--- config.mk ---
export PLATFORM = sky130hd
export DESIGN_NAME = apb_reg_slave
export DESIGN_NICKNAME = d
export VERILOG_FILES = /design/src/rtl/apb_reg_slave.sv
export SDC_FILE = /design/constraint.sdc
export NUM_CORES = 1
export LEC_CHECK = 0
export ABC_AREA = 1
export CAP_MARGIN = 10
export CORE_UTILIZATION = 30
export DETAILED_ROUTE_END_ITERATION = 8
export SETUP_SLACK_MARGIN = 0.3
export SYNTH_ARGS = -nofsm -noshare
export SYNTH_HDL_FRONTEND = slang
export SYNTH_SLANG_ARGS = --single-unit
export TNS_END_PERCENT = 20
--- constraint.sdc ---
create_clock -name clk_i -period 4.66 [get_ports clk_i]
set_input_delay 0.699 -clock clk_i [delete_from_list [all_inputs] [get_ports clk_i]]
set_output_delay 0.699 -clock clk_i [all_outputs]
set_load 0.03 [all_outputs]
--- src/rtl/apb_reg_slave.sv ---
// APB register slave with CTRL, SCRATCH, STATUS and WCOUNT and programmable wait states.
// Define APB_REG_SLAVE_PSLVERR_EN to flag unmapped accesses and read-only writes on pslverr_o.
module apb_reg_slave #(
   parameter int ADDR_WIDTH  = 8,
   parameter int WAIT_CYCLES = 1
) (
   input  logic                  clk_i,
   input  logic                  rst_n_i,
   input  logic                  psel_i,
   input  logic                  penable_i,
   input  logic [ADDR_WIDTH-1:0] paddr_i,
   input  logic                  pwrite_i,
   input  logic [31:0]           pwdata_i,
   output logic [31:0]           prdata_o,
   output logic                  pready_o,
   output logic                  pslverr_o,
   input  logic [31:0]           status_i,
   output logic [31:0]           ctrl_o
);

   typedef enum logic {IDLE, ACCESS} state_t;

   state_t      state, state_nx;
   logic [3:0]  wait_cnt, wait_cnt_nx;
   logic [31:0] ctrl, scratch, wcount;
   logic [31:0] rdata;
   logic [1:0]  idx;
   logic        mapped;
   logic        done;
   logic        wr_en;

   assign idx    = paddr_i[3:2];
   assign mapped = (paddr_i >> 4) == '0;

   assign pready_o = (state == ACCESS) && psel_i && penable_i
                     && (wait_cnt == 4'd0);
   assign done     = pready_o;

   // Only CTRL and SCRATCH (idx[1]==0) are writable.
   assign wr_en = done && pwrite_i && mapped && !idx[1];

   always_comb begin
      state_nx    = state;
      wait_cnt_nx = wait_cnt;
      unique case (state)
         IDLE: begin
            if (psel_i && !penable_i) begin
               state_nx    = ACCESS;
               wait_cnt_nx = 4'(WAIT_CYCLES);
            end
         end
         ACCESS: begin
            if (!psel_i) begin
               state_nx = IDLE;
            end else if (penable_i) begin
               if (wait_cnt != 4'd0) begin
                  wait_cnt_nx = wait_cnt - 4'd1;
               end else begin
                  state_nx = IDLE;
               end
            end
         end
         default: state_nx = IDLE;
      endcase
   end

   always_ff @(posedge clk_i) begin
      if (!rst_n_i) begin
         state    <= IDLE;
         wait_cnt <= 4'd0;
      end else begin
         state    <= state_nx;
         wait_cnt <= wait_cnt_nx;
      end
   end

   always_ff @(posedge clk_i) begin
      if (!rst_n_i) begin
         ctrl    <= 32'h0;
         scratch <= 32'h0;
         wcount  <= 32'h0;
      end else if (wr_en) begin
         if (idx[0]) begin
            scratch <= pwdata_i;
         end else begin
            ctrl <= pwdata_i;
         end
         wcount <= wcount + 32'd1;
      end
   end

   always_comb begin
      rdata = 32'h0;
      if (done && !pwrite_i && mapped) begin
         unique case (idx)
            2'd0:    rdata = ctrl;
            2'd1:    rdata = scratch;
            2'd2:    rdata = status_i;
            default: rdata = wcount;
         endcase
      end
   end

   assign prdata_o = rdata;
   assign ctrl_o   = ctrl;

`ifdef APB_REG_SLAVE_PSLVERR_EN
   assign pslverr_o = done && (!mapped || (pwrite_i && idx[1]));
`else
   assign pslverr_o = 1'b0;
`endif

endmodule

After elaboration in Yosys (flattened, before gate mapping)
Index checks and enable logic that the tools add are counted.

cells by class
  $add $sub $neg = 2
  equality and inequality tests = 6
  mux-type cells = 12
  bitwise operators = 2
  reduce and logical (&&, ||, !) cells = 19

operator list
  kind                                                                 number
  32-bit case mux with 3 select lines                                  1
  32-bit by 1-bit adder with 32-bit output (second input constant)     1
  32-bit 2-to-1 mux                                                    1
  4-bit 2-to-1 mux                                                     4
  1-bit logical AND                                                    9
  8-bit logical NOT                                                    1
  4-bit case mux with 2 select lines                                   1
  2-bit != test (second input constant)                                3
  4-bit logical NOT                                                    1
  1-bit 2-to-1 mux                                                     4
  2-bit AND reduction                                                  2
  4-bit AND reduction                                                  1
  4-bit nonzero test                                                   1
  4-bit by 1-bit subtractor with 4-bit output (second input constant)  1
  1-bit logical NOT                                                    3
  2-bit by 1-bit == test with 1-bit output (second input constant)     1
  2-bit == test (second input constant)                                1
  2-bit logical NOT                                                    1
  2-bit by 1-bit != test with 1-bit output (second input constant)     1
  1-bit NOT                                                            2
  1-bit case mux with 2 select lines                                   1

word-level totals
  flip-flop bits (word level) = 101
  input bits = 77
  output and inout port bits = 66
  logic and storage cells = 46

Depth between registers and ports, before layout
Gate-level depths: netlist of run 1.

  depth in word-level cells = 7
  depth in mapped cells = 11
  mapped depth without buffers = 10

Least setup slack after synthesis of run 1
Ideal clock, no wire load.

  kind = input to output
  from = input penable_i
  to = output prdata_o[10]
  arrival time = 2,049 ps
  required time = 3,961 ps
  slack = 1,912 ps
  cell stages on the path = 7
  path buffers = 1
  path through = nand3_1 > nor2_4 > nand2_1 > inv_1 > buf_2 > o21ai_0 > a31oi_1

between the ends
  longest elaborated chain between the ends = 5

RTL lines
  item                             line  text
  from (decl)                      10    input logic penable_i,
  1-bit logical AND                35    assign pready_o = (state == ACCESS) && psel_i && penable_i
  1-bit logical AND                36    && (wait_cnt == 4'd0);
  via pready_o                     15    output logic pready_o,
  1-bit logical AND (2 in series)  94    if (done && !pwrite_i && mapped) begin
  32-bit 2-to-1 mux                94
  to (decl)                        14    output logic [31:0] prdata_o,

The timed path passes the listed nets, and every way through them passes these cells.

Worst setup path in the final report of run 1
  from = input paddr_i[2]
  to = output prdata_o[24]

between the ends
  longest elaborated chain between the ends = 3
  elaborated cells between the ends (all ways) = 5
  those cells by class = eq/ne (2); mux (2); reduce/logical (1)

RTL lines
  item                                   line  text
  from (decl)                            11    input logic [ADDR_WIDTH-1:0] paddr_i,
  2-bit == test (tied with other cells)  95    unique case (idx)
  32-bit case mux with 3 select lines *  95
  32-bit 2-to-1 mux *                    94

Every way passes the cells marked *; elsewhere a longest branch is shown, timed or not.

==> results of run 1 <==
-- routing by layer --
| layer | vias up | GRT usage | part of all wire |
|---|---|---|---|
| met4 | 0 | 0.0720 | 0.018 |
| met2 | 137 | 0.308 | 0.45 |
| met1 | 2583 | 0.274 | 0.47 |
| met3 | 18 | 0.0361 | 0.055 |
| met5 | - | 0 | 0 |
| li1 | 2860 | - | - |
-- stage by stage --
| stage | utilization | hold WS (ns) | worst slack (ns) |
|---|---|---|---|
| 2_1_floorplan | - | 0.456 | 1.91 |
| 3_3_place_gp | 0.399 | 0.472 | 1.05 |
| 3_5_place_dp | 0.399 | 0.480 | 1.01 |
| 4_1_cts | 0.418 | 0.499 | 1.00 |
| 5_1_grt | 0.418 | 0.522 | 0.892 |
| 6_report | 0.418 | 0.497 | 1.04 |
-- flip-flops by register name, indices dropped and copies added (netlist names) --
| name | cells |
|---|---|
| ctrl_o | 32 |
| scratch | 32 |
| state | 1 |
| wait_cnt | 4 |
| wcount | 32 |
-- final timing paths --
check / slack, ns / to / cells after the start
worst min register to register: 0.50 / scratch[11]$_SDFFE_PN0P_ / 2
worst max-delay path: 1.04 / prdata_o[24] / 7
worst max register to register: 2.05 / scratch[0]$_SDFFE_PN0P_ / 9
worst min-delay path: 0.50 / scratch[11]$_SDFFE_PN0P_ / 2
-- cell type report --
class	count	area, µm²	share of cell area
Multi-Input combinational cell	613	2760	0.395
Clock inverter	4	52.6	0.00753
Inverter	52	195	0.0280
Sequential cell	101	2020	0.290
Clock buffer	12	267	0.0382
Tap cell	220	275	0.0395
Timing Repair Buffer	147	1410	0.202
-- critical path, stage by stage --
cell and delay [ns]:
clkdlybuf4s50_1 0.48, buf_4 0.36, nand2_1 0.12, clkinv_1 0.25
nand2_1 0.09, a31oi_1 0.20, clkdlybuf4s50_1 0.70
-- cell families (layout without fill, tap and decap cells) --
group | after synthesis | count (layout) | share of synthesized area
AO/OA/AOI/OAI | 186 | 186 | 0.189
flip-flops | 101 | 101 | 0.390
XOR/XNOR | 1 | 1 | 0.00169
adder cells (fa/ha/maj) | 2 | 2 | 0.00483
other | 1 | 1 | 0.000723
AND/OR/NAND/NOR | 423 | 423 | 0.335
buffers and inverters | 97 | 215 | 0.0782
-- power groups by stage --
| stage | Sequential [W] | Clock (W) | Combinational, W |
|---|---|---|---|
| 2_1_floorplan | 0.000887 | 0 | 0.0000593 |
| 6_report | 0.000867 | 0.000811 | 0.000148 |
| 3_3_place_gp | 0.000887 | 0 | 0.000149 |
| 4_1_cts | 0.000867 | 0.000826 | 0.000149 |
| 3_5_place_dp | 0.000887 | 0 | 0.000149 |
| 5_1_grt | 0.000867 | 0.000862 | 0.000161 |
-- cells in the final DEF (no fill, tap or decap), types with 3 or more instances in the layout --
master and instances:
a21oi_1 18, a22oi_1 4, a31oi_1 28, buf_4 33, clkbuf_16 9, clkbuf_8 3
clkdlybuf4s50_1 112, dfxtp_1 101, inv_1 49, nand2_1 160, nand3_1 31, nand3b_1 3
nor2_1 201, nor2_2 6, nor2_4 3, nor3_1 10, nor3b_1 3, o21ai_0 125
o21ai_1 8
-- cells in the mapped netlist --
master	n	area share
nor2_8	1	0.0039
o21ai_1	8	0.0077
o22ai_1	1	0.0012
nor3_1	10	0.0097
buf_2	15	0.014
o211ai_1	1	0.0014
nor3b_1	3	0.0043
buf_1	2	0.0014
clkbuf_2	3	0.0029
nor2_2	6	0.0072
nand2_4	1	0.0022
o21ai_0	125	0.12
inv_2	1	0.00072
conb_1	1	0.00072
buf_4	3	0.0043
o21bai_1	1	0.0014
nand3_1	31	0.030
clkinv_1	2	0.0014
a21oi_1	18	0.017
nor2_1	201	0.15
xor2_1	1	0.0017
nand3_2	1	0.0019
clkbuf_1	21	0.015
nand2_2	1	0.0012
nand3b_1	3	0.0043
nand2_1	160	0.12
ha_1	2	0.0048
a31oi_1	28	0.034
inv_1	49	0.035
buf_6	1	0.0022
dfxtp_1	101	0.39
nor2_4	3	0.0065
nand4_1	2	0.0024
a22oi_1	4	0.0058
==> results.sh, run 1 <==
export IMPL_status="complete, no violations"
export IMPL_antenna_found_initial=0
export IMPL_hp_start="scratch[11]$_SDFFE_PN0P_"
export IMPL_ys_seq_area_frac=0.390
export IMPL_place_inst=1133
export IMPL_power_frac_clock=0.444
export IMPL_p_int_w=0.00140
export IMPL_rsz0062_at_grt="false"
export IMPL_rr_startpoint="wait_cnt[0]$_SDFFE_PN0P_"
export IMPL_drt_iter0_drc=351
export IMPL_detail_route_first_pass_iterations=5
export IMPL_fin_crit_sh=0.776
export IMPL_htreeDepth=3
export IMPL_gp_congestion=0.880
export IMPL_grt_first_pass_wirelength_um=27600
export IMPL_finalSetupViolations=0
export IMPL_vias=5598
export IMPL_nets=1003
export IMPL_die_area_mm2=0.0178
export IMPL_post_cts_buffers=0
export IMPL_antenna_cells=0
export IMPL_grt_max_degree=89
export IMPL_leakage_nw=2.72
export IMPL_io_buffers=139
export IMPL_placed_cell_area_mm2=0.00666
export IMPL_criticalPathCategory="in2out"
export IMPL_initial_core_util=0.310
export IMPL_critPathLaunchType="input port"
export IMPL_synth_avg_cell_area_um2=6.39
export IMPL_first_global_vias=5212
export IMPL_syn_to_final_growth_pct=34.6
export IMPL_fill_cells=1826
export IMPL_fp_row_count=47
export IMPL_hp_class="reg2reg"
export IMPL_drt_total_wl_um=17300
export IMPL_drv_slew=0
export IMPL_tightest_slew_ns=0.852
export IMPL_p_sw_w=0.000423
export IMPL_hpwlAfterDp_um=11800
export IMPL_arrival_ns=2.92
export IMPL_cts_tree="yes"
export IMPL_cts_num_sinks=101
export IMPL_crit_required_ns=3.96
export IMPL_cts_root_buffer_cell="clkbuf_16"
export IMPL_synth_cell_type_count=34
export IMPL_setup_tns_ns=0
export IMPL_netlist_area_mm2=0.00518
export IMPL_path_max_fanout=36
export IMPL_clock_latency_ns=0.36
export IMPL_startpoint="paddr_i[2]"
export IMPL_end_kind="primary output"
export IMPL_ir_drop_mv=0.162
export IMPL_synthCells=811
export IMPL_hold_viol_final=0
export IMPL_max_freq_mhz=276
export IMPL_min_period_ns=3.62
export IMPL_core_area_mm2=0.0167
export IMPL_cts_buffers=9
export IMPL_finalInstanceArea_mm2=0.00698
export IMPL_drc=0
export IMPL_ant_nets=0
export IMPL_switching_share=0.232
export IMPL_cts_buffer_depth=2
export IMPL_ys_ff_latch=101
export IMPL_routedWlPerCell_um=15.1
export IMPL_ioPinCount=143
export IMPL_grt_ovfl_total=0
export IMPL_relSlewSlack=0.432
export IMPL_die_h_um=133
export IMPL_seqPwrFrac=0.475
export IMPL_cts_hold_buf=0
export IMPL_cts_resized=0
export IMPL_synth_net_count=890
export IMPL_drt_vias_per_instance=4.87
export IMPL_p_comb_frac=0.081
export IMPL_final_layout_size_suffix_gt1_frac=0.0700
export IMPL_clkTransAtPathRegs_ns=0.07
export IMPL_power_total_w=0.00183
export IMPL_yosysWarnings=0
export IMPL_finClkSkew_ns=0.00785
export IMPL_die_w_um=133
export IMPL_track_usage=0.199
export IMPL_layout_cells_non_filler=1149
export IMPL_drv_cap=0
export IMPL_powerDensity_mw_per_mm2=262
Note: power is estimated with default switching activity, not from simulation.
==> inputs of run 2 (changes only) <==
==> constraint.sdc (replaced) <==
create_clock -name clk_i -period 3.37 [get_ports clk_i]
set_input_delay 0.5055 -clock clk_i [delete_from_list [all_inputs] [get_ports clk_i]]
set_output_delay 0.5055 -clock clk_i [all_outputs]
set_load 0.03 [all_outputs]
==> run 2 against run 1 <==
Combinational power grew 41%. Global-route usage rose by 0.12 points. Highest routed layer unchanged. Critical path type unchanged. Sequential cell count is the same. Final cell count up 0.78%.
==> results.sh, run 2 (same netlist as run 1, synthesis figures left out) <==
export IMPL_status="complete, no violations"
export IMPL_relSlewSlack=0.453
export IMPL_vias=5663
export IMPL_p_sw_w=0.000572
export IMPL_final_common_cell="nor2_1"
export IMPL_initial_core_util=0.310
export IMPL_htreeDepth=3
export IMPL_rsz0062_at_grt="true"
export IMPL_drt_vias_per_instance=4.89
export IMPL_cts_num_sinks=101
export IMPL_p_comb_frac=0.083
export IMPL_leakage_nw=2.86
export IMPL_grt_max_degree=88
export IMPL_path_max_fanout=25
export IMPL_power_frac_clock=0.443
export IMPL_p_int_w=0.00195
export IMPL_io_buffers=139
export IMPL_critPathLaunchType="input port"
export IMPL_arrival_ns=2.53
export IMPL_max_freq_mhz=329
export IMPL_drt_iter0_drc=393
export IMPL_crit_required_ns=2.86
export IMPL_cts_tree="yes"
export IMPL_post_cts_buffers=0
export IMPL_r2r_slack_ns=1.25
export IMPL_seqPwrFrac=0.475
export IMPL_nets=1012
export IMPL_finClkSkew_ns=0.00532
export IMPL_fill_cells=1803
export IMPL_core_area_mm2=0.0167
export IMPL_hpwlAfterDp_um=12400
export IMPL_fin_ws_ns=0.331
export IMPL_final_layout_size_suffix_gt1_frac=0.0757
export IMPL_setup_tns_ns=0
export IMPL_powerDensity_mw_per_mm2=358
export IMPL_min_period_ns=3.04
export IMPL_tightest_slew_ns=0.821
export IMPL_routedWlPerCell_um=15.2
export IMPL_holdWs_ns=0.503
export IMPL_fp_row_count=47
export IMPL_die_w_um=133
export IMPL_track_usage=0.200
export IMPL_cts_root_buffer_cell="clkbuf_16"
export IMPL_clock_latency_ns=0.34
export IMPL_startpoint="psel_i"
export IMPL_ioPinCount=143
export IMPL_hp_class="reg2reg"
export IMPL_end_kind="primary output"
export IMPL_ant_nets=0
export IMPL_antenna_cells=0
export IMPL_post_place_ws_ns=0.178
export IMPL_die_area_mm2=0.0178
export IMPL_first_global_vias=5191
export IMPL_cpPeakStageDelay_ns=0.51
export IMPL_cts_buffers=9
export IMPL_grt_ovfl_total=0
export IMPL_final_cell_mix="201 x nor2_1, 160 x nand2_1, 125 x o21ai_0"
export IMPL_hold_viol_final=0
export IMPL_drt_total_wl_um=17600
export IMPL_antenna_found_initial=0
export IMPL_gp_congestion=0.838
export IMPL_cpMaxStageDelayCell="clkdlybuf4s50_1"
export IMPL_fin_crit_sh=0.902
export IMPL_detail_route_first_pass_iterations=7
export IMPL_ir_drop_mv=0.216
export IMPL_ff2ff_path_depth=9
export IMPL_cp_common_cell="buf_4"
export IMPL_syn_to_final_growth_pct=36.1
export IMPL_switching_share=0.227
export IMPL_criticalPathCategory="in2out"
export IMPL_r2r_end="scratch[0]$_SDFFE_PN0P_"
export IMPL_clkTransAtPathRegs_ns=0.06
export IMPL_finalSetupViolations=0
export IMPL_drv_slew=0
export IMPL_drc=0
export IMPL_rr_startpoint="wait_cnt[0]$_SDFFE_PN0P_"
export IMPL_die_h_um=133
export IMPL_grt_first_pass_wirelength_um=27800
export IMPL_cts_buffer_depth=2
export IMPL_drv_cap=0
export IMPL_critical_path_cell_chain="clkdlybuf4s50_1, nand3_1, nor2_4, nand2_1, inv_1, buf_4, o21ai_0, a31oi_1, buf_4"
export IMPL_crit_end="prdata_o[9]"
[run 2: critical path: cells and delay by family]
kind / cells / cell delay, ns
buffers and inverters: 4 / 1.13
and+or+nand+nor: 3 / 0.47
AOI/OAI and AO/OA: 2 / 0.40
[run 2: how the worst min path moves through the flow]
stage,end,cells past startpoint,startpoint
final,scratch[27]$_SDFFE_PN0P_,2,scratch[27]$_SDFFE_PN0P_
after global routing,wcount[0]$_SDFFE_PN0P_,1,wcount[0]$_SDFFE_PN0P_
after CTS,scratch[27]$_SDFFE_PN0P_,2,scratch[27]$_SDFFE_PN0P_
after floorplan,wcount[0]$_SDFFE_PN0P_,1,wcount[0]$_SDFFE_PN0P_
after detailed placement,scratch[11]$_SDFFE_PN0P_,2,scratch[11]$_SDFFE_PN0P_
after global placement,scratch[29]$_SDFFE_PN0P_,2,scratch[29]$_SDFFE_PN0P_
[run 2: through the flow]
stage | cells | power (W) | cell area, µm² | utilization
6_report | 1158 | 0.00252 | 7060 | 0.422
5_1_grt | 1158 | 0.00260 | 7060 | 0.422
4_1_cts | 1158 | 0.00254 | 7040 | 0.422
3_5_place_dp | 1142 | 0.00144 | 6740 | 0.403
3_3_place_gp | 1142 | 0.00144 | 6740 | 0.403
2_1_floorplan | 811 | 0.00131 | 5180 | -
[run 2: power by group through the flow]
stage | registers, W | logic [W] | clock network [W]
after floorplan | 0.00123 | 0.0000820 | 0
after global placement | 0.00123 | 0.000209 | 0
after detailed placement | 0.00123 | 0.000210 | 0
after CTS | 0.00120 | 0.000211 | 0.00113
after global routing | 0.00120 | 0.000228 | 0.00118
final | 0.00120 | 0.000209 | 0.00112
[run 2: layout make-up]
cell class / instances / area [µm²] / area share
multi-input cells: 613 / 2760 / 0.391
well taps: 220 / 275 / 0.0390
repair buffers: 156 / 1500 / 0.212
flip-flops and latches: 101 / 2020 / 0.287
clock buffers: 12 / 236 / 0.0335
inverters: 52 / 195 / 0.0277
clock inverters: 4 / 72.6 / 0.0103
[run 2: routing by layer]
| metal | track usage | routed length [µm] | vias up |
|---|---|---|---|
| li1 | - | - | 2872 |
| met1 | 0.271 | 8030 | 2599 |
| met2 | 0.323 | 8080 | 171 |
| met3 | 0.0323 | 1200 | 21 |
| met4 | 0.0625 | 275 | 0 |
| met5 | 0 | 0 | - |
[run 2: what timing repair did]
action	in CTS	in global routing
gates resized for setup	1	5
endpoints found under the setup margin	6	29
hold buffers	0	0
